## src/rtl/object_velocity_scheduler.sv

```systemverilog
`default_nettype none
// ============================================================================
// Module      : object_velocity_scheduler
// Description : Time-multiplexed velocity/acceleration update engine for
//               N_OBJ object slots, with spawn allocation and kill retirement.
//               Build option VEL_SATURATE_EN: saturate same-direction adds.
// Revision    : 1.0 - initial release
// ============================================================================
module object_velocity_scheduler #(
    parameter int N_OBJ = 8,
    parameter int IDX_W = $clog2(N_OBJ)
) (
    input  logic             clk,
    input  logic             rst,
    input  logic             move_tick,
    input  logic [9:0]       ax,
    input  logic [8:0]       ay,
    input  logic [1:0]       adx,
    input  logic [1:0]       ady,
    input  logic             spawn_req,
    input  logic [9:0]       spawn_vx,
    input  logic [8:0]       spawn_vy,
    input  logic [1:0]       spawn_vdx,
    input  logic [1:0]       spawn_vdy,
    output logic             spawn_ack,
    output logic [IDX_W-1:0] spawn_slot,
    output logic             spawn_full,
    input  logic             kill_req,
    input  logic [IDX_W-1:0] kill_slot,
    input  logic [IDX_W-1:0] rd_slot,
    output logic [9:0]       rd_vx,
    output logic [8:0]       rd_vy,
    output logic [1:0]       rd_vdx,
    output logic [1:0]       rd_vdy,
    output logic [N_OBJ-1:0] active,
    output logic             busy,
    output logic             sweep_done,
    output logic             tick_overrun
);

    typedef enum logic [1:0] {
        S_IDLE  = 2'd0,
        S_SWEEP = 2'd1,
        S_ACK   = 2'd2
    } state_t;

    localparam logic [IDX_W-1:0] c_LAST_IDX = IDX_W'(N_OBJ - 1);
    localparam logic [IDX_W-1:0] c_IDX_ONE  = IDX_W'(1);

    state_t           r_state;
    logic [IDX_W-1:0] r_idx;
    logic [9:0]       r_vx  [N_OBJ];
    logic [8:0]       r_vy  [N_OBJ];
    logic [1:0]       r_vdx [N_OBJ];
    logic [1:0]       r_vdy [N_OBJ];
    logic [N_OBJ-1:0] r_active;
    logic [IDX_W-1:0] r_spawn_slot;
    logic             r_tick_pending;
    logic             r_tick_overrun;

    logic             w_tick_any;
    logic             w_grant;
    logic [IDX_W-1:0] w_free_idx;
    logic [N_OBJ-1:0] w_active_nx;

    logic [9:0]       w_cur_vx;
    logic [8:0]       w_cur_vy;
    logic [1:0]       w_cur_vdx;
    logic [1:0]       w_cur_vdy;
    logic [9:0]       w_add_vx;
    logic [8:0]       w_add_vy;
    logic [9:0]       w_nx_vx;
    logic [8:0]       w_nx_vy;
    logic [1:0]       w_nx_vdx;
    logic [1:0]       w_nx_vdy;

    // ------------------------------------------------------------------
    // Slot allocation: lowest-index free slot from the pre-kill mask
    // ------------------------------------------------------------------
    always_comb begin
        w_free_idx = '0;
        for (int i = N_OBJ - 1; i >= 0; i--) begin
            if (!r_active[i]) begin
                w_free_idx = IDX_W'(i);
            end
        end
    end

    assign spawn_full = &r_active;
    assign w_tick_any = move_tick | r_tick_pending;
    assign w_grant    = (r_state == S_IDLE) && !w_tick_any && spawn_req && !spawn_full;

    // Kill clears first so a grant into the same index still wins.
    always_comb begin
        w_active_nx = r_active;
        if (kill_req) begin
            w_active_nx[kill_slot] = 1'b0;
        end
        if (w_grant) begin
            w_active_nx[w_free_idx] = 1'b1;
        end
    end

    // ------------------------------------------------------------------
    // Shared velocity update datapath for the slot under the sweep index
    // ------------------------------------------------------------------
    assign w_cur_vx  = r_vx[r_idx];
    assign w_cur_vy  = r_vy[r_idx];
    assign w_cur_vdx = r_vdx[r_idx];
    assign w_cur_vdy = r_vdy[r_idx];

`ifdef VEL_SATURATE_EN
    localparam logic [9:0] c_VX_MAX = 10'd1023;
    localparam logic [8:0] c_VY_MAX = 9'd511;
    logic [10:0] w_sum_x;
    logic [9:0]  w_sum_y;
    assign w_sum_x  = {1'b0, w_cur_vx} + {1'b0, ax};
    assign w_sum_y  = {1'b0, w_cur_vy} + {1'b0, ay};
    assign w_add_vx = w_sum_x[10] ? c_VX_MAX : w_sum_x[9:0];
    assign w_add_vy = w_sum_y[9]  ? c_VY_MAX : w_sum_y[8:0];
`else
    assign w_add_vx = w_cur_vx + ax;
    assign w_add_vy = w_cur_vy + ay;
`endif

    always_comb begin
        w_nx_vx  = w_cur_vx;
        w_nx_vdx = w_cur_vdx;
        if (adx[1]) begin
            w_nx_vdx[1] = 1'b1;
            if (w_cur_vdx[0] == adx[0]) begin
                w_nx_vx = w_add_vx;
            end else if (w_cur_vx > ax) begin
                w_nx_vx = w_cur_vx - ax;
            end else begin
                // Opposing accel would cross zero: reverse direction instead.
                w_nx_vdx[0] = ~w_cur_vdx[0];
            end
        end
    end

    always_comb begin
        w_nx_vy  = w_cur_vy;
        w_nx_vdy = w_cur_vdy;
        if (ady[1]) begin
            w_nx_vdy[1] = 1'b1;
            if (w_cur_vdy[0] == ady[0]) begin
                w_nx_vy = w_add_vy;
            end else if (w_cur_vy > ay) begin
                w_nx_vy = w_cur_vy - ay;
            end else begin
                w_nx_vdy[0] = ~w_cur_vdy[0];
            end
        end
    end

    // ------------------------------------------------------------------
    // Control FSM and register file
    // ------------------------------------------------------------------
    always_ff @(posedge clk) begin
        if (rst) begin
            r_state        <= S_IDLE;
            r_idx          <= '0;
            r_active       <= '0;
            r_spawn_slot   <= '0;
            r_tick_pending <= 1'b0;
            r_tick_overrun <= 1'b0;
            for (int i = 0; i < N_OBJ; i++) begin
                r_vx[i]  <= '0;
                r_vy[i]  <= '0;
                r_vdx[i] <= '0;
                r_vdy[i] <= '0;
            end
        end else begin
            r_active <= w_active_nx;

            case (r_state)
                S_IDLE: begin
                    if (w_tick_any) begin
                        r_state <= S_SWEEP;
                        r_idx   <= '0;
                    end else if (w_grant) begin
                        r_vx[w_free_idx]  <= spawn_vx;
                        r_vy[w_free_idx]  <= spawn_vy;
                        r_vdx[w_free_idx] <= spawn_vdx;
                        r_vdy[w_free_idx] <= spawn_vdy;
                        r_spawn_slot      <= w_free_idx;
                        r_state           <= S_ACK;
                    end
                end
                S_SWEEP: begin
                    // Inactive slots still consume their cycle to keep sweep length fixed.
                    if (r_active[r_idx]) begin
                        r_vx[r_idx]  <= w_nx_vx;
                        r_vy[r_idx]  <= w_nx_vy;
                        r_vdx[r_idx] <= w_nx_vdx;
                        r_vdy[r_idx] <= w_nx_vdy;
                    end
                    r_idx <= r_idx + c_IDX_ONE;
                    if (r_idx == c_LAST_IDX) begin
                        r_state <= S_IDLE;
                    end
                end
                S_ACK: begin
                    r_state <= S_IDLE;
                end
                default: begin
                    r_state <= S_IDLE;
                end
            endcase

            // One tick may queue behind a busy engine; a second queued tick is lost.
            if (r_state == S_IDLE) begin
                r_tick_pending <= 1'b0;
            end else if (move_tick) begin
                if (r_tick_pending) begin
                    r_tick_overrun <= 1'b1;
                end else begin
                    r_tick_pending <= 1'b1;
                end
            end
        end
    end

    // ------------------------------------------------------------------
    // Outputs
    // ------------------------------------------------------------------
    assign spawn_ack    = (r_state == S_ACK);
    assign spawn_slot   = r_spawn_slot;
    assign sweep_done   = (r_state == S_SWEEP) && (r_idx == c_LAST_IDX);
    assign busy         = (r_state != S_IDLE);
    assign active       = r_active;
    assign tick_overrun = r_tick_overrun;

    assign rd_vx  = r_vx[rd_slot];
    assign rd_vy  = r_vy[rd_slot];
    assign rd_vdx = r_vdx[rd_slot];
    assign rd_vdy = r_vdy[rd_slot];

endmodule
`default_nettype wire

```

## config.mk

```make
export PLATFORM = sky130hd
export DESIGN_NAME = object_velocity_scheduler
export DESIGN_NICKNAME = d
export VERILOG_FILES = /design/src/rtl/object_velocity_scheduler.sv
export SDC_FILE = /design/constraint.sdc
export NUM_CORES = 1
export LEC_CHECK = 0
export CAP_MARGIN = 20
export CORE_AREA = 2 2 148 150
export DETAILED_ROUTE_END_ITERATION = 8
export DIE_AREA = 0 0 150 152
export PLACE_DENSITY = 0.89
export SKIP_CTS_REPAIR_TIMING = 1
export SLEW_MARGIN = 10
export SYNTH_ARGS = -nofsm -noshare
export SYNTH_HDL_FRONTEND = slang
export SYNTH_SLANG_ARGS = --single-unit
```

## constraint.sdc

```tcl
create_clock -name clk -period 11.3 [get_ports clk]
set_clock_uncertainty 0.15 [all_clocks]
set_input_delay 2.26 -clock clk [delete_from_list [all_inputs] [get_ports clk]]
set_output_delay 2.26 -clock clk [all_outputs]
set_load 0.01 [all_outputs]
```

==> run metrics <==
number of antenna repair diodes=0; distinct cell type count of the synthesized netlist=78; DPL Wire Length=23.4 mm; clock transition at the registers of the reported paths=0.05 ns; die outline width=150 um; Critical Setup Path Class=in2out; Hold Path Sink=tick_overrun; CTS Root Cell=sky130_fd_sc_hd__clkbuf_16; largest fanout on the critical path=46; die area=22,800 sq um; signed area change from the synthesized netlist to the final layout=15.2%; critical path buffer and inverter count=3; Vias=9,909; layout cell share with drive strength beyond 1=0.188; worst hold slack=0.342 ns; worst IR drop on VDD=0.0874 mV; mean cell area of the mapped netlist=12.2 sq um; share of flip-flops with an asynchronous set or reset=0; Avg Vias per Cell=7.08; data arrival time at the worst-slack endpoint=4.58 ns; worst rel slew slack=0.216; clock latency on the worst-skew pair=0.51 ns; Crit path required time=8.89 ns; CP startpoint kind=input pin; static leakage=5.20 nW; H-tree level count=1; cell area after synthesis=12,600 sq um; y dimension of the die=152 um; count of maximum capacitance violations=0; CTS tree=built; final net count=1,208; Crit path max-delay family=buffers and inverters; total negative slack=0 ns; depth of the worst register-to-register path=14; count of cells along the worst hold path=2; clock buffer count from CTS=21; share of the synthesized area in the top cell type=0.439; overall power consumption=1.97 mW; detailed router's first-iteration violation count=1,211; final count of negative-setup-slack endpoints=0; most common cell in the synthesized netlist=sky130_fd_sc_hd__nor2_1; critical path cell sequence=buf_2 -> buf_4 -> mux4_2 -> mux2_2 -> clkdlybuf4s50_1; Residual DRC=0; leftover overflow at the end of global routing=0; Syn. warnings=0; vias in the first global route=9,791; total number of clock tree sinks=205; global-route usage over all layers=0.327; top flip-flop cell by instance count after synthesis=sky130_fd_sc_hd__edfxtp_1; gate count of the mapped netlist=1,031; buffer depth of the longest clock path=3; worst flop-to-flop path endpoint=r_vx[4][6]; first-pass GRT wire length=56.4 mm; fillcell total=1,438; slowest stage delay, CP=0.73 ns; post-DR wirelength/cell=26.6 um; post-placement setup slack=4.35 ns; number of enable-type register cells in the synthesized netlist=184; maximum achievable frequency=143 MHz; remaining antenna violation count after routing=0; final cell utilization of the core=0.679; leading cell types by count after synthesis=212 x sky130_fd_sc_hd__nor2_1, 184 x sky130_fd_sc_hd__edfxtp_1, 94 x sky130_fd_sc_hd__mux4_2, 44 x sky130_fd_sc_hd__inv_1, 42 x sky130_fd_sc_hd__a21oi_1; antenna violations before repair=0; result of the run=finished clean; measured slew at the worst slew-check pin=1.17 ns; Initial Utilization=0.589; fin crit share=0.619; post-synth net total=1,131; slowest cell on the critical path=sky130_fd_sc_hd__buf_4; I/O Buffers=95; post-synthesis sequential area ratio=0.473; largest net degree at the start of global routing=47; final period demand of the worst path=6.99 ns; hold crit path type=reg2reg; total wire length after detailed routing=37.2 mm; standard cell core area=21,400 sq um; Hold Fails Final Rpt=0; Yosys reg bits=205; first drt pass iteration count=5; crit path setup slack, layout=4.31 ns; RSZ-0062 raised after global routing=no; setup slack of the most critical reg-to-reg path=5.91 ns; cell taking the most area after synthesis=sky130_fd_sc_hd__edfxtp_1; Row Count=54; power density cells=136 nW/um^2; number of max-slew violations in the final report=0; Crit. End Element=primary output; final weighted congestion in routability-driven placement=0.886; num ports=96; origin of the worst min-delay path=tick_overrun; cells taking the most area after synthesis=sky130_fd_sc_hd__edfxtp_1 44%, sky130_fd_sc_hd__mux4_2 17%, sky130_fd_sc_hd__nor2_1 6.3%, sky130_fd_sc_hd__ha_1 3.9%, sky130_fd_sc_hd__mux2_2 3.6%
flip-flops by register name, summed over array words and instances (netlist names), named ones only:
name / cells
active: 8
r_idx: 3
r_state: 2
r_tick_pending: 1
r_vdx: 16
r_vdy: 16
r_vx: 80
r_vy: 72
spawn_slot: 3
tick_overrun: 1
through the flow:
step | instances | instance area [sq um]
floorplan | 1031 | 12600
global placement | 1360 | 13700
detailed placement | 1363 | 13800
CTS | 1398 | 14400
global route | 1400 | 14500
finish | 1400 | 14500
cell type report:
type	instances	area (sq um)	share of cell area
multi-input combinational	724	6240	0.431
sequential	205	5950	0.410
timing repair buffer	112	1120	0.0775
clock buffer	25	541	0.0373
tap	280	350	0.0242
inverter	44	165	0.0114
clock inverter	10	126	0.00872
routing by layer:
metal | vias up | share of wire | global-route usage
met4 | 0 | 0.061 | 0.171
li1 | 4070 | - | -
met3 | 186 | 0.12 | 0.0700
met2 | 934 | 0.48 | 0.521
met1 | 4719 | 0.34 | 0.424
met5 | - | 0 | 0
power by group:
| part | total, mW | leakage (nW) | internal, mW | switching, mW |
|---|---|---|---|---|
| Combinational | 0.397 | 2.81 | 0.178 | 0.220 |
| Sequential | 0.877 | 2.07 | 0.854 | 0.0234 |
| Clock | 0.695 | 0.320 | 0.408 | 0.287 |
cells by family (layout without fill, tap and decap cells):
logic type | Yosys count | after routing | synth area share
simple gates | 362 | 362 | 0.131
flops | 205 | 205 | 0.473
compound gates | 153 | 153 | 0.0863
mux | 149 | 149 | 0.219
fa+ha+maj | 43 | 43 | 0.0451
buf+inv | 102 | 191 | 0.0323
xor+xnor | 17 | 17 | 0.0139
placed cells by master, fill, tap and decap left out, types with 5 or more instances in the layout:
master and count:
sky130_fd_sc_hd__a211oi_1 9, sky130_fd_sc_hd__a21o_1 6, sky130_fd_sc_hd__a21oi_1 42, sky130_fd_sc_hd__a31oi_1 9, sky130_fd_sc_hd__a32oi_1 5, sky130_fd_sc_hd__and3_1 10
sky130_fd_sc_hd__buf_4 12, sky130_fd_sc_hd__clkbuf_16 21, sky130_fd_sc_hd__clkdlybuf4s50_1 93, sky130_fd_sc_hd__dfxtp_1 19, sky130_fd_sc_hd__edfxtp_1 184, sky130_fd_sc_hd__ha_1 39
sky130_fd_sc_hd__inv_1 44, sky130_fd_sc_hd__mux2_2 40, sky130_fd_sc_hd__mux2i_1 11, sky130_fd_sc_hd__mux4_2 94, sky130_fd_sc_hd__nand2_1 29, sky130_fd_sc_hd__nand2b_1 26
sky130_fd_sc_hd__nand3_1 9, sky130_fd_sc_hd__nand4_1 6, sky130_fd_sc_hd__nor2_1 212, sky130_fd_sc_hd__nor2b_1 10, sky130_fd_sc_hd__nor3_1 32, sky130_fd_sc_hd__o21ai_0 22
sky130_fd_sc_hd__or2_2 6, sky130_fd_sc_hd__or3_1 8, sky130_fd_sc_hd__xnor2_1 12
how the worst max path moves through the flow:
| stage | end | start | cells past startpoint | slack [ns] |
|---|---|---|---|---|
| 2_1_floorplan | rd_vdx[0] | rd_slot[0] | 4 | 4.80 |
| 3_3_place_gp | rd_vx[6] | rd_slot[0] | 5 | 4.44 |
| 3_5_place_dp | rd_vx[9] | rd_slot[0] | 5 | 4.35 |
| 4_1_cts | rd_vx[8] | rd_slot[0] | 5 | 4.29 |
| 5_1_grt | rd_vx[8] | rd_slot[0] | 5 | 4.19 |
| 6_report | rd_vx[8] | rd_slot[0] | 5 | 4.31 |
tightest hold or removal path, stage by stage, from the launching register on:
cell and delay [ns]:
sky130_fd_sc_hd__dfxtp_1 0.34, sky130_fd_sc_hd__a31oi_1 0.05, sky130_fd_sc_hd__nor2_1 0.07
Note: power is estimated with default switching activity, not from simulation.
